<file path="src/rtl/vx_commit_arb_scalar.sv">
// Per-slot commit arbiter: each issue slot round-robins its ALU/LSU/SFU result
// sources into a single pipe register and retires it to the issue/commit stage.
module vx_commit_arb_scalar #(
  parameter int ISSUE_CNT = 4,
  parameter int DATAW     = 64,
  parameter int CNT_W     = 32
) (
  input  logic                           clk,
  input  logic                           reset,
  input  logic [3*ISSUE_CNT-1:0]         src_valid,
  output logic [3*ISSUE_CNT-1:0]         src_ready,
  input  logic [3*ISSUE_CNT*DATAW-1:0]   src_data,
  input  logic [3*ISSUE_CNT-1:0]         src_wb,
  input  logic [3*ISSUE_CNT-1:0]         src_eop,
  output logic [ISSUE_CNT-1:0]           commit_if_valid,
  input  logic [ISSUE_CNT-1:0]           commit_if_ready,
  output logic [ISSUE_CNT-1:0]           wb_valid,
  output logic [ISSUE_CNT*DATAW-1:0]     wb_data,
  output logic [ISSUE_CNT-1:0]           wb_eop,
  output logic [ISSUE_CNT*CNT_W-1:0]     instret,
  output logic [3*ISSUE_CNT-1:0]         dbg_arb_state_o
);

  // Handshake: a transfer fires on a cycle where valid & ready are both high at
  // the clock edge; valid never waits on ready, but src_ready may depend on
  // src_valid (ready is only raised for the source that won arbitration).

  function automatic logic [1:0] next3(input logic [1:0] p);
    return (p == 2'd2) ? 2'd0 : p + 2'd1;
  endfunction

  for (genvar g = 0; g < ISSUE_CNT; g++) begin : g_slot
    logic [2:0]       valid_s;
    logic [2:0]       ready_s;
    logic [1:0]       rr_q, rr_d;
    logic             lock_q, lock_d;
    logic [1:0]       lock_src_q, lock_src_d;
    logic [1:0]       c0, c1, c2;
    logic [1:0]       win;
    logic             gnt_any;
    logic             enq_ok;
    logic             fire;
    logic             commit_fire;
    logic [DATAW-1:0] in_data;
    logic             in_wb, in_eop;
    logic             vld_q, vld_d;
    logic [DATAW-1:0] data_q, data_d;
    logic             wb_q, wb_d;
    logic             eop_q, eop_d;
    logic [CNT_W-1:0] cnt_q, cnt_d;

    assign valid_s     = src_valid[3*g +: 3];
    assign c0          = rr_q;
    assign c1          = next3(c0);
    assign c2          = next3(c1);
    assign enq_ok      = ~vld_q | commit_if_ready[g];
    assign fire        = gnt_any & enq_ok & ~reset;
    assign commit_fire = vld_q & commit_if_ready[g];

    // Arbiter state register: round-robin pointer and packet lock.
    always_ff @(posedge clk) begin
      if (reset) begin
        rr_q       <= 2'd0;
        lock_q     <= 1'b0;
        lock_src_q <= 2'd0;
      end else begin
        rr_q       <= rr_d;
        lock_q     <= lock_d;
        lock_src_q <= lock_src_d;
      end
    end

    // Arbiter next state: pointer moves past the winner only when its beat is taken.
    always_comb begin
      rr_d       = rr_q;
      lock_d     = lock_q;
      lock_src_d = lock_src_q;
      if (fire) begin
        rr_d       = next3(win);
        lock_d     = ~in_eop;
        lock_src_d = win;
      end
    end

    // Arbiter outputs: a locked packet owns the slot until its eop beat.
    always_comb begin
      win     = c0;
      gnt_any = 1'b0;
      if (lock_q) begin
        win     = lock_src_q;
        gnt_any = valid_s[lock_src_q];
      end else begin
        gnt_any = |valid_s;
        if (valid_s[c2]) win = c2;
        if (valid_s[c1]) win = c1;
        if (valid_s[c0]) win = c0;
      end
    end

    always_comb begin
      ready_s = 3'b000;
      if (reset) begin
        ready_s = {2'b00, valid_s[0]};
      end else if (gnt_any && enq_ok) begin
        ready_s[win] = 1'b1;
      end
    end

    always_comb begin
      in_data = '0;
      in_wb   = 1'b0;
      in_eop  = 1'b0;
      for (int k = 0; k < 3; k++) begin
        if (win == k[1:0]) begin
          in_data = src_data[(3*g+k)*DATAW +: DATAW];
          in_wb   = src_wb[3*g+k];
          in_eop  = src_eop[3*g+k];
        end
      end
    end

    // Output pipe register: reload and drain may happen in the same cycle.
    always_comb begin
      vld_d  = vld_q;
      data_d = data_q;
      wb_d   = wb_q;
      eop_d  = eop_q;
      cnt_d  = cnt_q;
      if (commit_fire) begin
        vld_d = 1'b0;
        if (eop_q) cnt_d = cnt_q + 1'b1;
      end
      if (fire) begin
        vld_d  = 1'b1;
        data_d = in_data;
        wb_d   = in_wb;
        eop_d  = in_eop;
      end
    end

    always_ff @(posedge clk) begin
      if (reset) begin
        vld_q  <= 1'b0;
        data_q <= '0;
        wb_q   <= 1'b0;
        eop_q  <= 1'b0;
        cnt_q  <= '0;
      end else begin
        vld_q  <= vld_d;
        data_q <= data_d;
        wb_q   <= wb_d;
        eop_q  <= eop_d;
        cnt_q  <= cnt_d;
      end
    end

    assign src_ready[3*g +: 3]       = ready_s;
    assign commit_if_valid[g]        = vld_q & ~reset;
    assign wb_valid[g]               = vld_q & commit_if_ready[g] & wb_q & ~reset;
    assign wb_data[g*DATAW +: DATAW] = data_q;
    assign wb_eop[g]                 = eop_q;
    assign instret[g*CNT_W +: CNT_W] = cnt_q;
    assign dbg_arb_state_o[3*g +: 3] = {lock_q, rr_q};
  end

endmodule

</file>
<file path="config.mk">
export PLATFORM = sky130hd
export DESIGN_NAME = vx_commit_arb_scalar
export DESIGN_NICKNAME = d
export VERILOG_FILES = /design/src/rtl/vx_commit_arb_scalar.sv
export SDC_FILE = /design/constraint.sdc
export NUM_CORES = 1
export LEC_CHECK = 0
export ABC_CLOCK_PERIOD_IN_PS = 3000
export CAP_MARGIN = 20
export CORE_AREA = 2 2 473 475
export CTS_CLUSTER_SIZE = 20
export DETAILED_ROUTE_END_ITERATION = 10
export DIE_AREA = 0 0 475 477
export PLACE_DENSITY = 0.39
export SYNTH_ARGS = -nofsm -noshare
export SYNTH_HDL_FRONTEND = slang
export SYNTH_SLANG_ARGS = --single-unit
</file>
<file path="constraint.sdc">
create_clock -name clk -period 3 [get_ports clk]
set_clock_uncertainty 0.1 [all_clocks]
set_input_delay 0.6 -clock clk [delete_from_list [all_inputs] [get_ports clk]]
set_output_delay 0.6 -clock clk [all_outputs]
set_load 0.01 [all_outputs]
</file>
==> results.txt, run 1 <==
The floorplan step defined a die boundary enclosing 227,000 um2. The via count is 26,600. In this run the cell area of the synthesized design comes to 22,100 um2. The number of max-slew violations in the final report is 0. STA classifies the critical path startpoint as an input pin. The via density per instance is 3.84. The total number of clock tree sinks came out at 416.

The number of failing hold endpoints at the final stage is 0. The worst setup path endpoint is src_ready[9]. The clock tree from TritonCTS is yes. Counting every instance in the synthesized netlist gives 2,597. The critical path contains buffers and inverters numbering 3 combined. The utilization of the core after routing is 18.9%. The transition time of the tightest slew-check pin is 0.902 ns.

For the worst-skew pair, the clock arrives at the later sink with an insertion delay of 0.71 ns. The die outline width came out at 475 um. The global routing usage summed across all routing layers is 14.2%. The average routed wire per standard cell came out at 24.7 um. The most critical setup path has its startpoint at src_valid[10]. The areal power density over the cells is 674 nW/um2. The reg2reg setup slack is 0.40 ns.

When the netlist entered floorplanning its net count stood at 3,411. STA puts the critical path data arrival time at 2.24 ns. The required time reported for the critical path endpoint came out at 2.30 ns. The number of different library cells in the post-synthesis netlist is 74. The startpoint identified for the worst register-to-register timing path is g_slot[0].vld_q. The routability-driven placement congestion ratio came out at 0.865. The placed wire-length estimate after detailed placement came out at 138,000 um. The fraction of the cycle the final worst path needs is 98.0%.

TritonCTS created 60 clock buffers. The initial core utilization came out at 9.98%. The number of nets still failing antenna checks after routing came out at 0. The sequential area share after synthesis is 37.7%. The number of flops mapped to enable cells by yosys is 0. Setup repair after global routing could not meet its margin everywhere. After clock tree synthesis, the clock-pin slew on the worst setup and hold paths is 0.06 ns.

By startpoint and endpoint, the worst setup path is classified as in2out. After synthesis the netlist holds a flip-flop and latch count of 416. The total setup violations reported at the end of the flow is 0.

The via count of the first global-routing pass came out at 26,900. The max-cap check violation count is 0. The number of rows created at floorplan came out at 173.

The detailed-route wire length is 171,000 um. The tightest min-delay check is of the reg2reg type. The tree is rooted in a clkbuf_16. The flip-flop cell with the highest count after synthesis is dfxtp_1.

The post-route netlist has 13.3% of its cells at a drive strength greater than 1. The number of I/O port buffers came out at 1,229. The worst hold slack after final layout is 0.363 ns. The depth of the most critical reg-to-reg path is 9. Counting I/O delays and the setup requirement, the final critical path takes 2.94 ns. The first-pass GRT wire length is 227,000 um. The highest-delay cell along the critical path is clkdlybuf4s50_1. The static leakage came out at 0.0149 uW.

The worst slew margin relative to its limit is 39.9%. The kind of cell adding the most delay to the critical path is buffers and inverters. The number of antenna violations at the first check in global routing is 35.

For this run, design rule violations remaining after detail routing come to 0. The worst-case vdd ir drop is 0.435 mV. The average instance area after synthesis came out at 8.51 um2.

In this run the worst path has a maximum fanout of 5. The standard cell core area came out at 221,000 um2. Counting buffers and inverters, the worst setup path is 7 cells deep. Relative to the synthesized area, the layout overhead comes to 89.2%. The critical path goes through clkdlybuf4s50_1 > nand2b_4 > a2111oi_4 > nand4_1 > buf_4 > o21ai_4 > buf_6. The share of synthesized flip-flops with an asynchronous set or reset came out at 0%. The buffer depth of the longest clock path is 3. The Yosys warning count came out at 0. The first detailed-routing pass ran for 5 iterations.

The I/O pin count came out at 1,230. The final-stage net count came out at 4,701. The flip-flop and latch area is 8360 um2.

CTS built an H-tree with a depth of 2. The run finished with clean final reports. On the worst path, the slowest cell contributes a delay of 0.58 ns. The reg-to-reg critical path endpoint is g_slot[0].data_q[54]. For this block, the initial DRC count from the detailed router was 1,567. The die outline height is 477 um. The count of filler cells inserted in the layout came out at 24,800.

STA classifies the critical path endpoint as a primary output. The multi-input combinational cells in the finished layout cover a total of 12,500 um2. The highest clock rate came out at 0.340 GHz. The maximum number of pins on one net before global-route repair is 94. The leftover overflow at the end of global routing came out at 0.
==> area by class of cell <==
class	count	share of cell area, %
clock buffer	82	4.03
inverter	144	1.30
antenna	13	0.0779
timing repair buffer	1471	35.0
clock inverter	24	0.698
tap	2975	8.91
multi-input combinational	1794	29.9
sequential	416	20.0
==> worst min path at each step <==
stage / from / endpoint / slack, ns / cells past startpoint
global placement: g_slot[3].data_q[10] / g_slot[3].data_q[10] / 0.34 / 2
CTS: src_data[303] / g_slot[1].data_q[47] / 0.28 / 3
global route: src_data[120] / g_slot[0].data_q[56] / 0.33 / 3
floorplan: g_slot[3].wb_q / g_slot[3].wb_q / 0.32 / 2
finish: g_slot[3].data_q[13] / g_slot[3].data_q[13] / 0.36 / 2
detailed placement: g_slot[3].data_q[11] / g_slot[3].data_q[11] / 0.35 / 2
==> per-stage QoR <==
step	worst slack [ns]	cell area, um2	total power [uW]	std cells	setup TNS [ns]
6_report	0.0591	41800	28100	6919	0
5_1_grt	-0.0374	41800	29600	6914	-0.142
4_1_cts	-0.0540	41700	28700	6900	-0.158
3_3_place_gp	-1.14	39200	20600	6773	-55.51
3_5_place_dp	-1.09	39200	20500	6773	-60.84
2_1_floorplan	0.274	22100	12700	2597	0
==> placed cells by master, fill, tap and decap left out, types with 30 or more instances in the layout <==
cell type        netlist  routed
nand3_1              127     123
mux2i_1              141     140
a311oi_1              41      40
nor2_1               166     162
o22ai_1               87      86
inv_1                142     141
o21ai_0               43      40
clkdlybuf4s50_1        0    1203
or4_1                 52      52
dfxtp_1              416     400
a21oi_1               94      85
nor4_1               104     103
a211oi_1              47      47
buf_4                 11     202
o221ai_2              30      30
buf_12                 0      36
nand2_1              228     221
o221ai_1              86      85
xor2_1                40      40
mux2_2                34      34
clkbuf_16              0      61
nand4_1               60      60
and4_1                37      37
and3_1                31      30
xnor2_1               42      42
==> power by group <==
group	switching [uW]	internal, uW
Combinational	6910	6060
Sequential	978	6750
Clock	3110	4330
==> repair_timing <==
action | 4_1_cts | 5_1_grt
hold buffers | 0 | 0
pin swaps | 16 | 7
gates resized for setup | 125 | 23
buffers inserted | 19 | 6
cloned | 2 | 0
setup endpoints to repair | 12 | 12
==> sequential cells by signal, indices dropped and copies added (netlist names) <==
name	flops
g_slot.data_q	256
g_slot.wb_q	4
g_slot.lock_q	4
g_slot.eop_q	4
g_slot.cnt_q	128
g_slot.c0	8
g_slot.vld_q	4
g_slot.lock_src_q	8
==> cell families (layout without fill, tap and decap cells) <==
| logic type | after synthesis | count (layout) | synth area share, % |
|---|---|---|---|
| adders and majority gates | 4 | 4 | 0.227 |
| AOI/OAI and AO/OA | 610 | 610 | 21.3 |
| other | 0 | 13 | 0 |
| buffers and inverters | 387 | 1721 | 7.45 |
| muxes | 175 | 175 | 8.12 |
| xor gates and xnor gates | 82 | 82 | 3.25 |
| and+or+nand+nor | 923 | 923 | 22.0 |
| DFF | 416 | 416 | 37.7 |
==> worst reg2reg max path: cells and delay by family, from the launching register on <==
family / cells / cell delay (ns)
buffers and inverters: 4 / 0.87
AO/OA/AOI/OAI: 3 / 0.86
AND/OR/NAND/NOR: 2 / 0.38
flip-flops: 1 / 0.35
==> layer usage <==
layer	part of all wire [%]	GRT usage, %	vias to the layer above
met5	0.11	0	-
met4	2.7	4.37	30
met3	8.4	4.55	172
met2	49	24.7	1119
met1	40	16.5	13000
li1	-	-	12300
==> cells in the mapped netlist, types with 3 or more instances <==
library cell,n,area share [%]
dfxtp_1,416,38
nand2_1,228,3.9
nor2_1,166,2.8
inv_1,142,2.4
clkbuf_1,141,2.4
mux2i_1,141,6.4
nand3_1,127,2.9
nor4_1,104,2.9
a21oi_1,94,2.1
o22ai_1,87,2.5
o221ai_1,86,3.4
buf_2,68,1.5
nand4_1,60,1.7
or4_1,52,1.8
a211oi_1,47,1.6
o21ai_0,43,0.97
xnor2_1,42,1.7
a311oi_1,41,1.6
xor2_1,40,1.6
and4_1,37,1.5
mux2_2,34,1.7
and3_1,31,0.88
o221ai_2,30,2.0
a221o_1,27,1.2
o211ai_1,26,0.88
or3_1,24,0.68
a21o_1,23,0.78
nand2b_1,21,0.59
nor2b_1,20,0.57
nor3_1,20,0.45
o21a_1,19,0.65
o21bai_1,19,0.65
a32o_1,17,0.77
buf_1,14,0.24
a32oi_1,11,0.44
buf_4,11,0.37
buf_6,9,0.46
a31o_2,8,0.32
and2_1,7,0.20
or2_2,6,0.17
a31oi_1,5,0.14
ha_1,4,0.23
o31a_1,4,0.16
o31ai_1,4,0.14
o221a_2,3,0.15
(Power assumes the default switching activity.)
==> run 2, diff against run 1 <==
Settings changed: ABC_CLOCK_PERIOD_IN_PS 3000 to 2900, TNS_END_PERCENT from default to 100.
Clock period 3 ns to 2.9 ns, I/O delays scaled along.
==> results.txt, run 2 (synthesis results as in run 1) <==
The flow ran to the end, but the final reports show violations. The checks that failed: negative setup slack. The via count of the first global-routing pass came out at 26,600.

The areal power density over the cells is 699 nW/um2. The part of the power in combinational logic is 45.5%. The placed wire-length estimate after detailed placement came out at 138,000 um. The largest registers in the layout are g_slot.data_q (256), g_slot.cnt_q (128). The via density per instance came out at 3.85. The number of failing hold endpoints at the final stage came out at 0.

The first detailed-routing pass took 5 iterations. Input and output buffers added on the ports amount to 1,229. The clock tree synthesis step divided the H-tree into 2 levels. Setup violations remaining at the end of the flow were counted as 4. The clock-pin slew on the worst setup and hold paths came out at 0.06 ns.

In the global route stage, overall resource usage came out at 14.2%. The switching share of power is 39.2%. The number of design-rule violations left by the first detailed-router iteration came out at 1,609. The critical path is of the reg2out type. The worst setup margin is -0.0529 ns. For the final routed database, the setup TNS stands at -0.171 ns. For this run, design rule violations remaining after detail routing come to 0. The post-detailed-placement cell area is 39,200 um2. The reg2reg setup slack is 0.33 ns. The arrival time at the worst endpoint came out at 2.27 ns.

The routability-driven placement congestion ratio is 0.866. The power consumption is 29,300 uW. The count of filler cells inserted in the layout is 24,800. The number of buffers created by CTS came out at 61. The first global-routing pass estimated 226,000 um of wire. The capturing element type of the critical path is a primary output. The highest-delay cell along the critical path is a2111oi_4.

The leftover overflow at the end of global routing is 0. Tracing the worst setup path back leads to its startpoint at g_slot[3].lock_q. In this design, the stage delay of the slowest critical-path cell is 0.38 ns. The initial core utilization came out at 9.98%. The die outline height is 477 um. The number of nets still failing antenna checks after routing is 0.

The register with the most flip-flops in the final layout is g_slot.data_q. The clock root buffer is clkbuf_16. The area growth from synthesis to layout is 89.5%. The I/O pin count came out at 1,230. The worst slew margin relative to its limit is 41.6%. Across the run, the number of max-cap violations was 0.

TritonCTS built the clock tree. STA puts the critical path data required time at 2.22 ns. The utilization of the core after routing came out at 18.9%.

The static leakage came out at 0.0149 uW. The worst-case vdd ir drop is 0.474 mV. The die covers 227,000 um2. The via count came out at 26,700. The worst hold path belongs to the class in2reg. The cell-internal power is 17,800 uW. In this run the horizontal extent of the chip is 475 um. The initialized floorplan defines 173 standard-cell rows. The fraction of the cycle the final worst path needs came out at 102%. Setup repair after global routing could not meet its margin everywhere. The total number of clock tree sinks came out at 416.

The fraction of final layout cells sized beyond drive strength 1 is 13.8%. Of all nets on the critical path, the largest fanout is 4. The number of antenna violations at the first check in global routing came out at 32. In the final routed layout, each cell accounts on average for 24.4 um.

Entering global routing, the biggest net connects 77 pins. The shortest clock period the worst path allows after layout is 2.95 ns. The transition time of the tightest slew-check pin is 0.875 ns. The worst hold path begins at src_data[76].

The highest clock rate came out at 0.339 GHz. The buffer depth of the longest clock path is 3. The library cells used most frequently in the layout, excluding fill and tap cells, are clkdlybuf4s50_1, dfxtp_1, nand2_1.

The final design instance area without fill is 41,900 um2. The number of max-slew violations in the final report is 0. For this design the total switching power over the nets is 11,500 uW. The clock reaches the later pin of the worst-skew pair after 0.74 ns. The part of the power in the clock network is 27.1%. The library cell used most frequently in the layout, excluding fill and tap cells, is clkdlybuf4s50_1.

Traced cell by cell, the critical path runs through and2_4 > a2111oi_4 > nand4_1 > buf_4 > o21ai_2 > buf_2. Wires add up to 170,000 um. STA classifies the critical path startpoint as a flop. The startpoint identified for the worst register-to-register timing path is g_slot[1].lock_q. The number of flip-flops in the largest register came out at 256.

The final-stage net count came out at 4,715. The standard cell core area is 221,000 um2. The worst hold slack after final layout came out at 0.345 ns. The fraction of power consumed by sequential logic came out at 27.4%.
-- run 2: final timing paths --
check             cells past startpoint              endpoint
hold reg to reg                       2   g_slot[3].data_q[9]
hold / removal                        3  g_slot[0].data_q[12]
setup reg to reg                      8  g_slot[1].data_q[22]
setup / recovery                      6          src_ready[9]
-- run 2: final cells by class --
| cell class | instances | area (um2) | area share (%) |
|---|---|---|---|
| repair buffers | 1484 | 14600 | 35.0 |
| multi-input cells | 1794 | 12500 | 29.8 |
| flip-flops and latches | 416 | 8360 | 20.0 |
| well taps | 2975 | 3720 | 8.89 |
| clock buffers | 85 | 1720 | 4.10 |
| inverters | 144 | 543 | 1.30 |
| clock inverters | 28 | 340 | 0.813 |
| diodes | 14 | 35.0 | 0.0837 |
-- run 2: worst max-delay path, delay by kind of cell, from the launching register on --
kind	cells	cell delay, ns
flops	1	0.36
compound gates	2	0.51
buf+inv	2	0.34
simple gates	2	0.32
-- run 2: power groups by stage --
stage / Combinational, uW / Clock (uW) / Sequential, uW
4_1_cts: 13500 / 8320 / 8030
3_3_place_gp: 13200 / 0 / 8080
5_1_grt: 14200 / 8480 / 8160
3_5_place_dp: 13200 / 0 / 8090
6_report: 13300 / 7930 / 8010
2_1_floorplan: 4950 / 0 / 8220
-- run 2: per-layer routing --
layer / part of all wire (%) / wire, um / track usage (%) / up-vias
li1: - / - / - / 12400
met1: 40 / 68400 / 16.6 / 13000
met2: 48 / 82000 / 24.3 / 1182
met3: 8.6 / 14600 / 4.49 / 164
met4: 2.6 / 4400 / 4.44 / 20
met5: 0.069 / 117 / 0 / -
-- run 2: per-stage QoR --
step	setup slack, ns	std cells
final	-0.0529	6940
after detailed placement	-1.16	6779
after CTS	-0.210	6916
after global routing	-0.182	6935
after floorplan	0.214	2597
after global placement	-1.22	6779
-- run 2: repair_timing --
item                       4_1_cts  5_1_grt
hold buffers                     0        0
setup buffers                   24       10
cloned                           0        0
hold endpoints to repair         0        0
pin swaps                       19       14
resized for setup              128       18
setup endpoints to repair       13       12
